File: config.mk
export PLATFORM = sky130hd
export DESIGN_NAME = microwave_timer_ctrl
export DESIGN_NICKNAME = d
export VERILOG_FILES = /design/src/rtl/microwave_timer_ctrl_pkg.sv /design/src/rtl/microwave_timer_ctrl_bcd_time_dec.sv /design/src/rtl/microwave_timer_ctrl.sv
export SDC_FILE = /design/constraint.sdc
export NUM_CORES = 1
export LEC_CHECK = 0
export ABC_AREA = 1
export BUFFER_PORTS_ARGS = -buffer_cell sky130_fd_sc_hd__buf_2
export CORE_MARGIN = 1
export CORE_UTILIZATION = 40
export CTS_CLUSTER_SIZE = 25
export DETAILED_ROUTE_END_ITERATION = 8
export PLACE_DENSITY_LB_ADDON = 0.08
export SETUP_SLACK_MARGIN = 0.1
export SLEW_MARGIN = 15
export SYNTH_ARGS = -nofsm -noshare
export SYNTH_HDL_FRONTEND = slang
export SYNTH_HIERARCHICAL = 1
export SYNTH_SLANG_ARGS = --single-unit
File: constraint.sdc
create_clock -name clk -period 1.7 [get_ports clk]
set_input_delay 0.34 -clock clk [delete_from_list [all_inputs] [get_ports clk]]
set_output_delay 0.34 -clock clk [all_outputs]
set_load 0.005 [all_outputs]
File: src/rtl/microwave_timer_ctrl_pkg.sv
// microwave_timer_ctrl_pkg: shared state encoding, BCD digit type and default constants.
package microwave_timer_ctrl_pkg;
    typedef enum logic [2:0] {
        IDLE  = 3'd0,
        SET   = 3'd1,
        COOK  = 3'd2,
        PAUSE = 3'd3,
        DONE  = 3'd4
    } state_t;

    typedef logic [3:0] bcd_t;

    localparam int QUICK_SECS_TENS_DEF = 3;
    localparam int ALARM_TICKS_DEF     = 3;
endpackage

File: src/rtl/microwave_timer_ctrl_bcd_time_dec.sv
// bcd_time_dec: combinational m:ss BCD decrement; zero flags a 0:00 result.
module bcd_time_dec
    import microwave_timer_ctrl_pkg::*;
(
    input  logic [3:0] min,
    input  logic [3:0] sec_tens,
    input  logic [3:0] sec_ones,
    output logic [3:0] min_d,
    output logic [3:0] tens_d,
    output logic [3:0] ones_d,
    output logic       zero
);
    logic ones_borrow, tens_borrow;

    always_comb begin
        ones_borrow = sec_ones == 4'd0;
        tens_borrow = ones_borrow && sec_tens == 4'd0;
        ones_d      = ones_borrow ? 4'd9 : sec_ones - 4'd1;
        // tens above 5 (typed 0:90) simply count down; only 0 wraps to 5
        tens_d      = !ones_borrow ? sec_tens : tens_borrow ? 4'd5 : sec_tens - 4'd1;
        min_d       = tens_borrow ? min - 4'd1 : min;
        zero        = {min_d, tens_d, ones_d} == 12'd0;
    end
endmodule

File: src/rtl/microwave_timer_ctrl.sv
// microwave_timer_ctrl: keypad entry, BCD countdown and magnetron control FSM.
// Define DONE_ALARM_EN to hold the alarm in DONE for ALARM_TICKS seconds.
module microwave_timer_ctrl
    import microwave_timer_ctrl_pkg::*;
#(
`ifdef DONE_ALARM_EN
    parameter int ALARM_TICKS     = ALARM_TICKS_DEF,
`endif
    parameter int QUICK_SECS_TENS = QUICK_SECS_TENS_DEF
) (
    input  logic       clk,
    input  logic       reset_n,
    input  logic       sec_tick,
    input  logic       digit_valid,
    input  logic [3:0] digit,
    input  logic       start,
    input  logic       stop_clear,
    input  logic       door_open,
    output logic [3:0] min,
    output logic [3:0] sec_tens,
    output logic [3:0] sec_ones,
    output logic       mag_on,
    output logic       alarm,
    output logic [2:0] state_o
);
    localparam bcd_t QUICK_TENS = bcd_t'(QUICK_SECS_TENS);

    state_t state, state_n;
    bcd_t   min_n, tens_n, ones_n, min_d, tens_d, ones_d;
    logic   dec_zero, go, digit_ok, time_zero;

    bcd_time_dec u_dec (
        .min      (min),
        .sec_tens (sec_tens),
        .sec_ones (sec_ones),
        .min_d    (min_d),
        .tens_d   (tens_d),
        .ones_d   (ones_d),
        .zero     (dec_zero)
    );

    assign go        = start && !door_open;
    assign digit_ok  = digit_valid && digit <= 4'd9;
    assign time_zero = {min, sec_tens, sec_ones} == 12'd0;
    assign state_o   = state;

`ifdef DONE_ALARM_EN
    localparam int CW = $clog2(ALARM_TICKS + 1);
    localparam logic [CW-1:0] LAST = CW'(ALARM_TICKS - 1);
    logic [CW-1:0] cnt;

    always_ff @(posedge clk) begin
        if (!reset_n) begin
            cnt   <= '0;
            alarm <= 1'b0;
        end else begin
            // the tick that expires COOK must not count toward the alarm
            cnt   <= (state == DONE && state_n == DONE) ? cnt + CW'(sec_tick) : '0;
            alarm <= state_n == DONE;
        end
    end
`else
    assign alarm = 1'b0;
`endif

    always_comb begin
        state_n = state;
        min_n   = min;
        tens_n  = sec_tens;
        ones_n  = sec_ones;
        case (state)
            IDLE, SET: begin
                if (stop_clear) begin
                    state_n                 = IDLE;
                    {min_n, tens_n, ones_n} = '0;
                end else if (go && state == IDLE) begin
                    state_n                 = COOK;
                    {min_n, tens_n, ones_n} = {4'd0, QUICK_TENS, 4'd0};
                end else if (go) begin
                    state_n = time_zero ? IDLE : COOK;
                end else if (digit_ok) begin
                    state_n                 = SET;
                    {min_n, tens_n, ones_n} = {sec_tens, sec_ones, digit};
                end
            end
            COOK: begin
                if (stop_clear || door_open) begin
                    state_n = PAUSE;
                end else if (sec_tick) begin
                    state_n                 = dec_zero ? DONE : COOK;
                    {min_n, tens_n, ones_n} = {min_d, tens_d, ones_d};
                end
            end
            PAUSE: begin
                if (stop_clear) begin
                    state_n                 = IDLE;
                    {min_n, tens_n, ones_n} = '0;
                end else if (go) begin
                    state_n = COOK;
                end
            end
`ifdef DONE_ALARM_EN
            DONE: state_n = (stop_clear || door_open || (sec_tick && cnt == LAST)) ? IDLE : DONE;
`endif
            default: begin
                state_n                 = IDLE;
                {min_n, tens_n, ones_n} = '0;
            end
        endcase
    end

    always_ff @(posedge clk) begin
        if (!reset_n) begin
            state    <= IDLE;
            min      <= '0;
            sec_tens <= '0;
            sec_ones <= '0;
            mag_on   <= 1'b0;
        end else begin
            state    <= state_n;
            min      <= min_n;
            sec_tens <= tens_n;
            sec_ones <= ones_n;
            mag_on   <= state_n == COOK;
        end
    end
endmodule

==> results.json, run 1 <==
{
  "outcome": "complete, no violations",
  "synth_largest_area_cell": "sky130_fd_sc_hd__dfxtp_1",
  "worst_hold_path_type": "input pin to flip-flop",
  "die_width_um": 62.3,
  "critPathCaptureType": "flip-flop",
  "drt_pass_1_iters": 4,
  "nNetsFinal": 310,
  "timing.final.ws_setup_ns": 0.00743,
  "drt_wl_total_um": 4170,
  "clkPwrFrac": 0.202,
  "clock_tree.root_cell": "sky130_fd_sc_hd__clkbuf_4",
  "track_usage": 0.240,
  "first_iter_violations": 84,
  "asyncSetResetFlopFracSynth": 0,
  "instances_no_fill": 341,
  "start_util": 0.426,
  "gr-usage-met1": 0.314,
  "number_of_remaining_drc_errors": 0,
  "crit_startpoint": "sec_tens[1]$_SDFFE_PN0P_",
  "via_density_per_instance": 4.74,
  "power.combinational.fraction": 0.480,
  "synth_seq_area_share": 0.220,
  "avgRoutedWirePerCell_um": 12.2,
  "power_density_mw_per_mm2": 703,
  "placed_area_mm2": 0.00173,
  "hpwl_um": 3130,
  "number_of_antenna_violations_at_the_first_check_in_global_routing": 0,
  "area_delta_synth_final_pct": 29.5,
  "fmax_ghz": 0.591,
  "final-setup-viol-count": 0,
  "worstHoldStart": "reset_n",
  "netlist_top_cells_count": "69 x sky130_fd_sc_hd__nand2_1, 35 x sky130_fd_sc_hd__nor2_1, 33 x sky130_fd_sc_hd__inv_1",
  "gr-total-overflow": 0,
  "grt_start_max_net_pins": 15,
  "hold_viol_final": 0,
  "yosys.cell_count.top_type": "sky130_fd_sc_hd__nand2_1",
  "grt_most_used_layer": "met2",
  "preCtsSetupSlack_ns": 0.0157,
  "p_int_w": 0.000778,
  "post_synth_instance_area_mm2": 0.00145,
  "core_footprint_mm2": 0.00342,
  "postSynthCellCount": 251,
  "detail-route-antenna-nets": 0,
  "clk_transition_reported_paths_ns": 0.11,
  "ctsHtreeMaxLevel": 1,
  "post_synth_num_cell_types": 27,
  "worstPathRequired_ns": 1.91,
  "final_layout_size_suffix_gt1_frac": 0.336,
  "die_y_um": 62.3,
  "holdWs_ns": 0.292,
  "layout_min_cycle_time_ns": 1.69,
  "cts_max_path_buffers": 2,
  "postSynth.topFlopCell": "sky130_fd_sc_hd__dfxtp_1",
  "crit_fanout": 3,
  "cellLeakagePower_nw": 0.985,
  "worst_r2r_startpoint": "sec_tens[1]$_SDFFE_PN0P_",
  "seq_power_share": 0.318,
  "synth_enable_flop_cells": 0,
  "synth.area.top_cells": "sky130_fd_sc_hd__dfxtp_1 22%, sky130_fd_sc_hd__nand2_1 18%, sky130_fd_sc_hd__nand3_1 11%",
  "grt_pass1_vias": 1550,
  "finish.instance_area_mm2": 0.00188,
  "cts_tree": "built",
  "syn-mean-instance-area_um2": 5.79,
  "flip_flop_and_latch_count_after_synthesis": 16,
  "vdd_drop_max_mv": 0.427,
  "max_cap_violations": 0,
  "p_switching_w": 0.000546,
  "vias": 1617,
  "critPathLaunchType": "flip-flop",
  "arrival_ns": 1.90,
  "postSynthNetCount": 265,
  "post-route-period-util": 0.996,
  "fp-row-count": 21,
  "diodes": 0,
  "post-place-cells": 334,
  "ys.warnings.count": 6,
  "io_buffer_count": 26,
  "routability_congestion_estimate_from_global_placement": 0.916,
  "unrepaired_setup_endpoints_after_global_routing": "true",
  "groute.layer.met3.usage": 0.0276,
  "global_route_wire_length_before_repair_um": 7290,
  "synth_top_cell_area_share": 0.220,
  "grt_util_met2": 0.407,
  "power_switching_share": 0.412,
  "worstSkewPairLatency_ns": 0.30,
  "report.final.slew_viol_count": 0,
  "final.setup.tns_ns": 0,
  "finClkSkew_ns": 0.00437,
  "clock_sink_count": 16,
  "io_pins": 28,
  "cts-buffers-inserted": 3,
  "die-area_mm2": 0.00388,
  "category_of_the_most_critical_setup_path": "flip-flop to flip-flop"
}
## critical path, stage by stage (launching register included)
cell and delay, ns:
sky130_fd_sc_hd__dfxtp_2 0.37, sky130_fd_sc_hd__inv_4 0.05, sky130_fd_sc_hd__ha_4 0.26, sky130_fd_sc_hd__nand3b_1 0.13, sky130_fd_sc_hd__o21ai_2 0.07, sky130_fd_sc_hd__nor2_1 0.14, sky130_fd_sc_hd__nand3_2 0.09, sky130_fd_sc_hd__nor2_2 0.11
sky130_fd_sc_hd__nor3b_4 0.20, sky130_fd_sc_hd__nor2_1 0.06, sky130_fd_sc_hd__nand2_1 0.07, sky130_fd_sc_hd__nor2_1 0.04
## logic make-up after synthesis
| group | share of synthesized area |
|---|---|
| simple gates | 0.505 |
| xor+xnor | 0.00603 |
| other cells | 0.00258 |
| buf+inv | 0.144 |
| compound gates | 0.0964 |
| fa+ha+maj | 0.0258 |
| flops | 0.220 |
## layout by cell type, fill, tap and decap left out, types with 5 or more instances in the layout
cell                      synthesis  final
sky130_fd_sc_hd__a21oi_1         12     11
sky130_fd_sc_hd__buf_2            2     26
sky130_fd_sc_hd__buf_4            2     20
sky130_fd_sc_hd__dfxtp_1         16     10
sky130_fd_sc_hd__dfxtp_2          0      5
sky130_fd_sc_hd__inv_1           33     31
sky130_fd_sc_hd__inv_2            6      6
sky130_fd_sc_hd__nand2_1         69     68
sky130_fd_sc_hd__nand2_2          7      8
sky130_fd_sc_hd__nand3_1         32     31
sky130_fd_sc_hd__nor2_1          35     33
sky130_fd_sc_hd__nor2_2           4      6
sky130_fd_sc_hd__o21ai_0          7      7
## stage by stage
step	total power, W	util
6_report	0.00132	0.551
4_1_cts	0.00129	0.537
3_5_place_dp	0.000980	0.507
2_1_floorplan	0.000820	-
5_1_grt	0.00143	0.551
3_3_place_gp	0.000981	0.507
## routing by layer
metal,routed length [um],vias to the layer above,part of all wire
li1,-,867,-
met1,1950,703,0.47
met2,1990,42,0.48
met3,183,5,0.044
met4,46,0,0.011
met5,0,-,0
## flip-flops by register name (all words and copies together) (netlist names)
| name | flops |
|---|---|
| mag_on | 1 |
| min | 4 |
| sec_ones | 4 |
| sec_tens | 4 |
| state_o | 3 |
## power by group through the flow
stage	Combinational [W]	Clock, W	Sequential, W
2_1_floorplan	0.000382	0	0.000438
5_1_grt	0.000709	0.000300	0.000424
3_5_place_dp	0.000553	0	0.000426
6_report	0.000635	0.000268	0.000421
3_3_place_gp	0.000555	0	0.000426
4_1_cts	0.000597	0.000274	0.000420
## path summary, 6_finish.rpt
kind	cells after the start	to	slack, ns
setup / recovery	11	mag_on$_SDFF_PN0_	0.007
hold / removal	3	sec_tens[1]$_SDFFE_PN0P_	0.29
setup reg to reg	11	mag_on$_SDFF_PN0_	0.007
hold reg to reg	2	min[3]$_SDFFE_PN0P_	0.57
## repair_timing
| item | 4_1_cts | 5_1_grt |
|---|---|---|
| setup endpoints to repair | 3 | 4 |
| hold buffers | 0 | 0 |
| pin swaps | 3 | 7 |
| buffers inserted | 1 | 1 |
| gates cloned | 1 | 0 |
| gates resized for setup | 12 | 11 |
## cell type report
class                           count  area, um^2
Clock buffer                        4        36.3
Fill cell                         360        1530
Inverter                           39         151
Multi-Input combinational cell    189        1020
Sequential cell                    16         330
Tap cell                           46        57.6
Timing Repair Buffer               47         292
No activity file was read; power rests on OpenSTA's default activity.
==> inputs of run 2 (changes only) <==
CORE_UTILIZATION = 50   (was 40)
==> results.json, run 2 (synthesis gave the netlist of run 1 again) <==
{
  "outcome": "complete, no violations",
  "routability_congestion_estimate_from_global_placement": 0.879,
  "critPathLaunchType": "flip-flop",
  "io_pins": 28,
  "hold_viol_final": 0,
  "via_density_per_instance": 5.19,
  "cellLeakagePower_nw": 0.975,
  "regArea_um2": 332,
  "vdd_drop_max_mv": 0.484,
  "final_common_cell": "sky130_fd_sc_hd__nand2_1",
  "arrival_ns": 1.90,
  "cts_max_path_buffers": 2,
  "avgRoutedWirePerCell_um": 12.3,
  "fp-row-count": 19,
  "die_y_um": 55.9,
  "crit_fanout": 6,
  "vias": 1702,
  "multi_input_comb_area_mm2": 0.00101,
  "cts-buffers-inserted": 3,
  "worstSkewPairLatency_ns": 0.29,
  "cts_tree": "built",
  "fmax_ghz": 0.589,
  "worstPathRequired_ns": 1.90,
  "number_of_remaining_drc_errors": 0,
  "drt_wl_total_um": 4020,
  "first_iter_violations": 120,
  "die_width_um": 55.9,
  "post-route-period-util": 0.999,
  "final_core_utilization": 0.678,
  "gr-total-overflow": 0,
  "drt_pass_1_iters": 6,
  "critPathCaptureType": "flip-flop",
  "holdWs_ns": 0.290,
  "fill_cell_count": 275,
  "worst_hold_path_type": "input pin to flip-flop",
  "die-area_mm2": 0.00313,
  "ctsHtreeMaxLevel": 1,
  "clock_tree.root_cell": "sky130_fd_sc_hd__clkbuf_4",
  "unrepaired_setup_endpoints_after_global_routing": "true",
  "finClkSkew_ns": 0.00586,
  "report.final.slew_viol_count": 0,
  "io_buffer_count": 26,
  "nNetsFinal": 312,
  "clk_transition_reported_paths_ns": 0.10,
  "final_layout_size_suffix_gt1_frac": 0.354,
  "detail-route-antenna-nets": 0,
  "area_delta_synth_final_pct": 28.7,
  "start_util": 0.527,
  "grt_start_max_net_pins": 15,
  "diodes": 0,
  "category_of_the_most_critical_setup_path": "flip-flop to flip-flop",
  "clock_sink_count": 16,
  "power_density_mw_per_mm2": 716,
  "grt_pass1_vias": 1583,
  "layout_min_cycle_time_ns": 1.70,
  "global_route_wire_length_before_repair_um": 6750,
  "hpwl_um": 2860,
  "core_footprint_mm2": 0.00276,
  "final-setup-viol-count": 0,
  "max_cap_violations": 0,
  "track_usage": 0.271,
  "number_of_antenna_violations_at_the_first_check_in_global_routing": 0,
  "reg.largest.list": "min x4, sec_ones x4, sec_tens x4",
  "final_cell_mix": "66 x sky130_fd_sc_hd__nand2_1, 31 x sky130_fd_sc_hd__nor2_1, 30 x sky130_fd_sc_hd__inv_1, 30 x sky130_fd_sc_hd__nand3_1, 26 x sky130_fd_sc_hd__buf_2"
}
-- run 2: final cells by class --
class,instances,share of cell area
clock buffers,4,0.0140
inverters,39,0.0823
multi-input cells,189,0.542
flip-flops and latches,16,0.177
well taps,31,0.0207
repair buffers,49,0.164
-- run 2: final timing paths --
check,startpoint,depth (start not counted),end,slack [ns]
setup reg to reg,sec_ones[0]$_SDFFE_PN0P_,13,mag_on$_SDFF_PN0_,0.002
setup / recovery,sec_ones[0]$_SDFFE_PN0P_,13,mag_on$_SDFF_PN0_,0.002
hold / removal,reset_n,3,sec_tens[1]$_SDFFE_PN0P_,0.29
hold reg to reg,state_o[0]$_SDFF_PN0_,3,state_o[1]$_SDFF_PN0_,0.57
-- run 2: where the power goes --
group	leakage [nW]	switching (W)	internal [W]
combinational	0.827	0.000419	0.000281
clock	0.0150	0.000128	0.0000912
sequential	0.134	0.0000203	0.000399
-- run 2: layer usage --
layer	track usage	wire length (um)
met5	0	0
met4	0.129	133
met2	0.453	1970
met3	0.0326	209
met1	0.347	1710
-- run 2: what timing repair did --
item,4_1_cts,5_1_grt
setup endpoints to repair,3,5
hold buffers,0,0
gates resized for setup,12,17
pin swaps,8,12
setup buffers,5,2
gates cloned,1,0
-- run 2: through the flow --
stage	total power, W	area [um^2]	worst slack (ns)	instances	setup TNS (ns)
5_1_grt	0.00144	1870	-0.112	328	-0.292
6_report	0.00134	1870	0.00210	328	0
2_1_floorplan	0.000820	1460	0.108	251	0
3_3_place_gp	0.000953	1690	0.0439	316	0
4_1_cts	0.00124	1800	0.0792	326	0
3_5_place_dp	0.000955	1690	-0.000573	316	-0.000573
-- run 2: critical path: stages, from the launching register on --
cell and delay (ns):
sky130_fd_sc_hd__dfxtp_2 0.34, sky130_fd_sc_hd__nor2_4 0.19, sky130_fd_sc_hd__nand2_4 0.13, sky130_fd_sc_hd__nor2_8 0.18, sky130_fd_sc_hd__inv_4 0.07, sky130_fd_sc_hd__nand2_2 0.06, sky130_fd_sc_hd__nand2_2 0.07, sky130_fd_sc_hd__inv_2 0.06
sky130_fd_sc_hd__nand3_2 0.08, sky130_fd_sc_hd__nor2_2 0.08, sky130_fd_sc_hd__nor3b_2 0.18, sky130_fd_sc_hd__nor2_1 0.06, sky130_fd_sc_hd__nand2_1 0.08, sky130_fd_sc_hd__nor2_1 0.04
==> inputs of run 3 (changes only) <==
CORE_ASPECT_RATIO = 0.8   (was default)
==> results.json, run 3 (synthesis gave the netlist of run 1 again) <==
{
  "number_of_antenna_violations_at_the_first_check_in_global_routing": 0,
  "drt_wl_total_um": 3970,
  "cts_tree": "built",
  "grt_start_max_net_pins": 15,
  "layout_min_cycle_time_ns": 1.63,
  "clkPwrFrac": 0.174,
  "avgRoutedWirePerCell_um": 12.0,
  "max_cap_violations": 0,
  "start_util": 0.526,
  "final-setup-viol-count": 0,
  "category_of_the_most_critical_setup_path": "flip-flop to flip-flop",
  "dr_wl_met3_um": 368,
  "track_usage": 0.273,
  "detail-route-antenna-nets": 0,
  "die_y_um": 50.2,
  "clock_sink_count": 16,
  "final.setup.tns_ns": 0,
  "area_delta_synth_final_pct": 25.0,
  "gr-total-overflow": 0,
  "critPathCaptureType": "flip-flop",
  "via_density_per_instance": 4.96,
  "first_iter_violations": 86,
  "grt_pass1_vias": 1466,
  "drt_pass_1_iters": 4,
  "die-area_mm2": 0.00313,
  "worst_hold_path_type": "input pin to flip-flop",
  "die_width_um": 62.3,
  "core_footprint_mm2": 0.00277,
  "finClkSkew_ns": 0.00250,
  "diodes": 0,
  "vias": 1646,
  "worstPathRequired_ns": 1.90,
  "power_density_mw_per_mm2": 691,
  "report.final.slew_viol_count": 0,
  "io_buffer_count": 26,
  "finish.instance_area_mm2": 0.00182,
  "hpwl_um": 2900,
  "fmax_ghz": 0.612,
  "critPathLaunchType": "flip-flop",
  "crit_fanout": 5,
  "number_of_remaining_drc_errors": 0,
  "fp-row-count": 17,
  "final_layout_size_suffix_gt1_frac": 0.323,
  "nNetsFinal": 309,
  "ctsHtreeMaxLevel": 1,
  "hold_buffers": 0,
  "cellLeakagePower_nw": 0.947,
  "route.met2.wl_um": 1670,
  "wire_length_on_met1_um": 1900,
  "report.power.total_w": 0.00126,
  "rrSetupSlack_ns": 0.07,
  "maxUsedRoutingLayer": "met4",
  "arrival_ns": 1.84,
  "io_pins": 28,
  "cts_max_path_buffers": 2,
  "worstSkewPairLatency_ns": 0.29,
  "routability_congestion_estimate_from_global_placement": 0.881,
  "placed_area_mm2": 0.00170,
  "vdd_drop_max_mv": 0.319,
  "hold_viol_final": 0,
  "final_cell_mix": "68 x sky130_fd_sc_hd__nand2_1, 33 x sky130_fd_sc_hd__nor2_1, 32 x sky130_fd_sc_hd__nand3_1",
  "post-route-period-util": 0.961,
  "reg.largest.list": "min x4, sec_ones x4, sec_tens x4",
  "power_switching_share": 0.420,
  "fill_cell_count": 272,
  "power.combinational.fraction": 0.491,
  "p_int_w": 0.000730,
  "cts-buffers-inserted": 3,
  "clk_transition_reported_paths_ns": 0.10,
  "p_switching_w": 0.000527,
  "clock_tree.root_cell": "sky130_fd_sc_hd__clkbuf_4",
  "seq_power_share": 0.335,
  "global_route_wire_length_before_repair_um": 6670,
  "unrepaired_setup_endpoints_after_global_routing": "true",
  "final_common_cell": "sky130_fd_sc_hd__nand2_1",
  "outcome": "complete, no violations"
}
==> run 3: worst paths after layout <==
kind                                          startpoint                       end  cells after the start
worst max register to register  sec_ones[0]$_SDFFE_PN0P_     state_o[1]$_SDFF_PN0_                     11
worst max-delay path            sec_ones[0]$_SDFFE_PN0P_     state_o[1]$_SDFF_PN0_                     11
worst min register to register       min[3]$_SDFFE_PN0P_       min[3]$_SDFFE_PN0P_                      2
worst min-delay path                             reset_n  sec_tens[1]$_SDFFE_PN0P_                      3
==> run 3: cell type report <==
cell class | instances | area [um^2] | share of cell area
inverter | 39 | 151 | 0.0833
sequential | 16 | 332 | 0.182
tap | 38 | 47.5 | 0.0262
clock buffer | 4 | 26.3 | 0.0145
timing repair buffer | 46 | 280 | 0.154
multi-input combinational | 189 | 981 | 0.540
==> run 3: routing by layer <==
layer,GRT usage,up-vias
met5,0,-
met4,0.0620,0
met3,0.0500,4
met2,0.429,67
met1,0.387,714
li1,-,861
==> run 3: stage by stage <==
stage | hold slack, ns | instances | setup slack (ns) | util
final | 0.316 | 332 | 0.0655 | 0.657
after global routing | 0.314 | 332 | -0.0624 | 0.657
after CTS | 0.301 | 331 | 0.0604 | 0.642
after detailed placement | 0.544 | 323 | -0.00683 | 0.614
after global placement | 0.546 | 323 | 0.0132 | 0.614
after floorplan | 0.451 | 251 | 0.108 | -
==> run 3: power groups by stage <==
stage / Sequential [W] / Clock (W) / Combinational [W]
6_report: 0.000421 / 0.000219 / 0.000617
5_1_grt: 0.000424 / 0.000240 / 0.000682
4_1_cts: 0.000418 / 0.000230 / 0.000576
3_5_place_dp: 0.000426 / 0 / 0.000531
3_3_place_gp: 0.000426 / 0 / 0.000529
2_1_floorplan: 0.000438 / 0 / 0.000382
==> run 3: worst max-delay path, stage by stage (launching register included) <==
cell and delay (ns):
sky130_fd_sc_hd__dfxtp_2 0.35, sky130_fd_sc_hd__nor2_4 0.19, sky130_fd_sc_hd__nand2_4 0.13, sky130_fd_sc_hd__o21ai_1 0.14
sky130_fd_sc_hd__nand2_1 0.09, sky130_fd_sc_hd__nor2_2 0.14, sky130_fd_sc_hd__nand3_2 0.08, sky130_fd_sc_hd__nor2_2 0.10
sky130_fd_sc_hd__nor3b_2 0.17, sky130_fd_sc_hd__nor2_1 0.05, sky130_fd_sc_hd__nand2_1 0.07, sky130_fd_sc_hd__inv_1 0.04
==> run 3: what timing repair did <==
| action | in CTS | in global routing |
|---|---|---|
| cloned | 1 | 0 |
| buffers inserted | 3 | 1 |
| endpoints found under the hold margin | 0 | 0 |
| endpoints found under the setup margin | 3 | 6 |
| pin swaps | 8 | 7 |
| gates resized for setup | 5 | 13 |
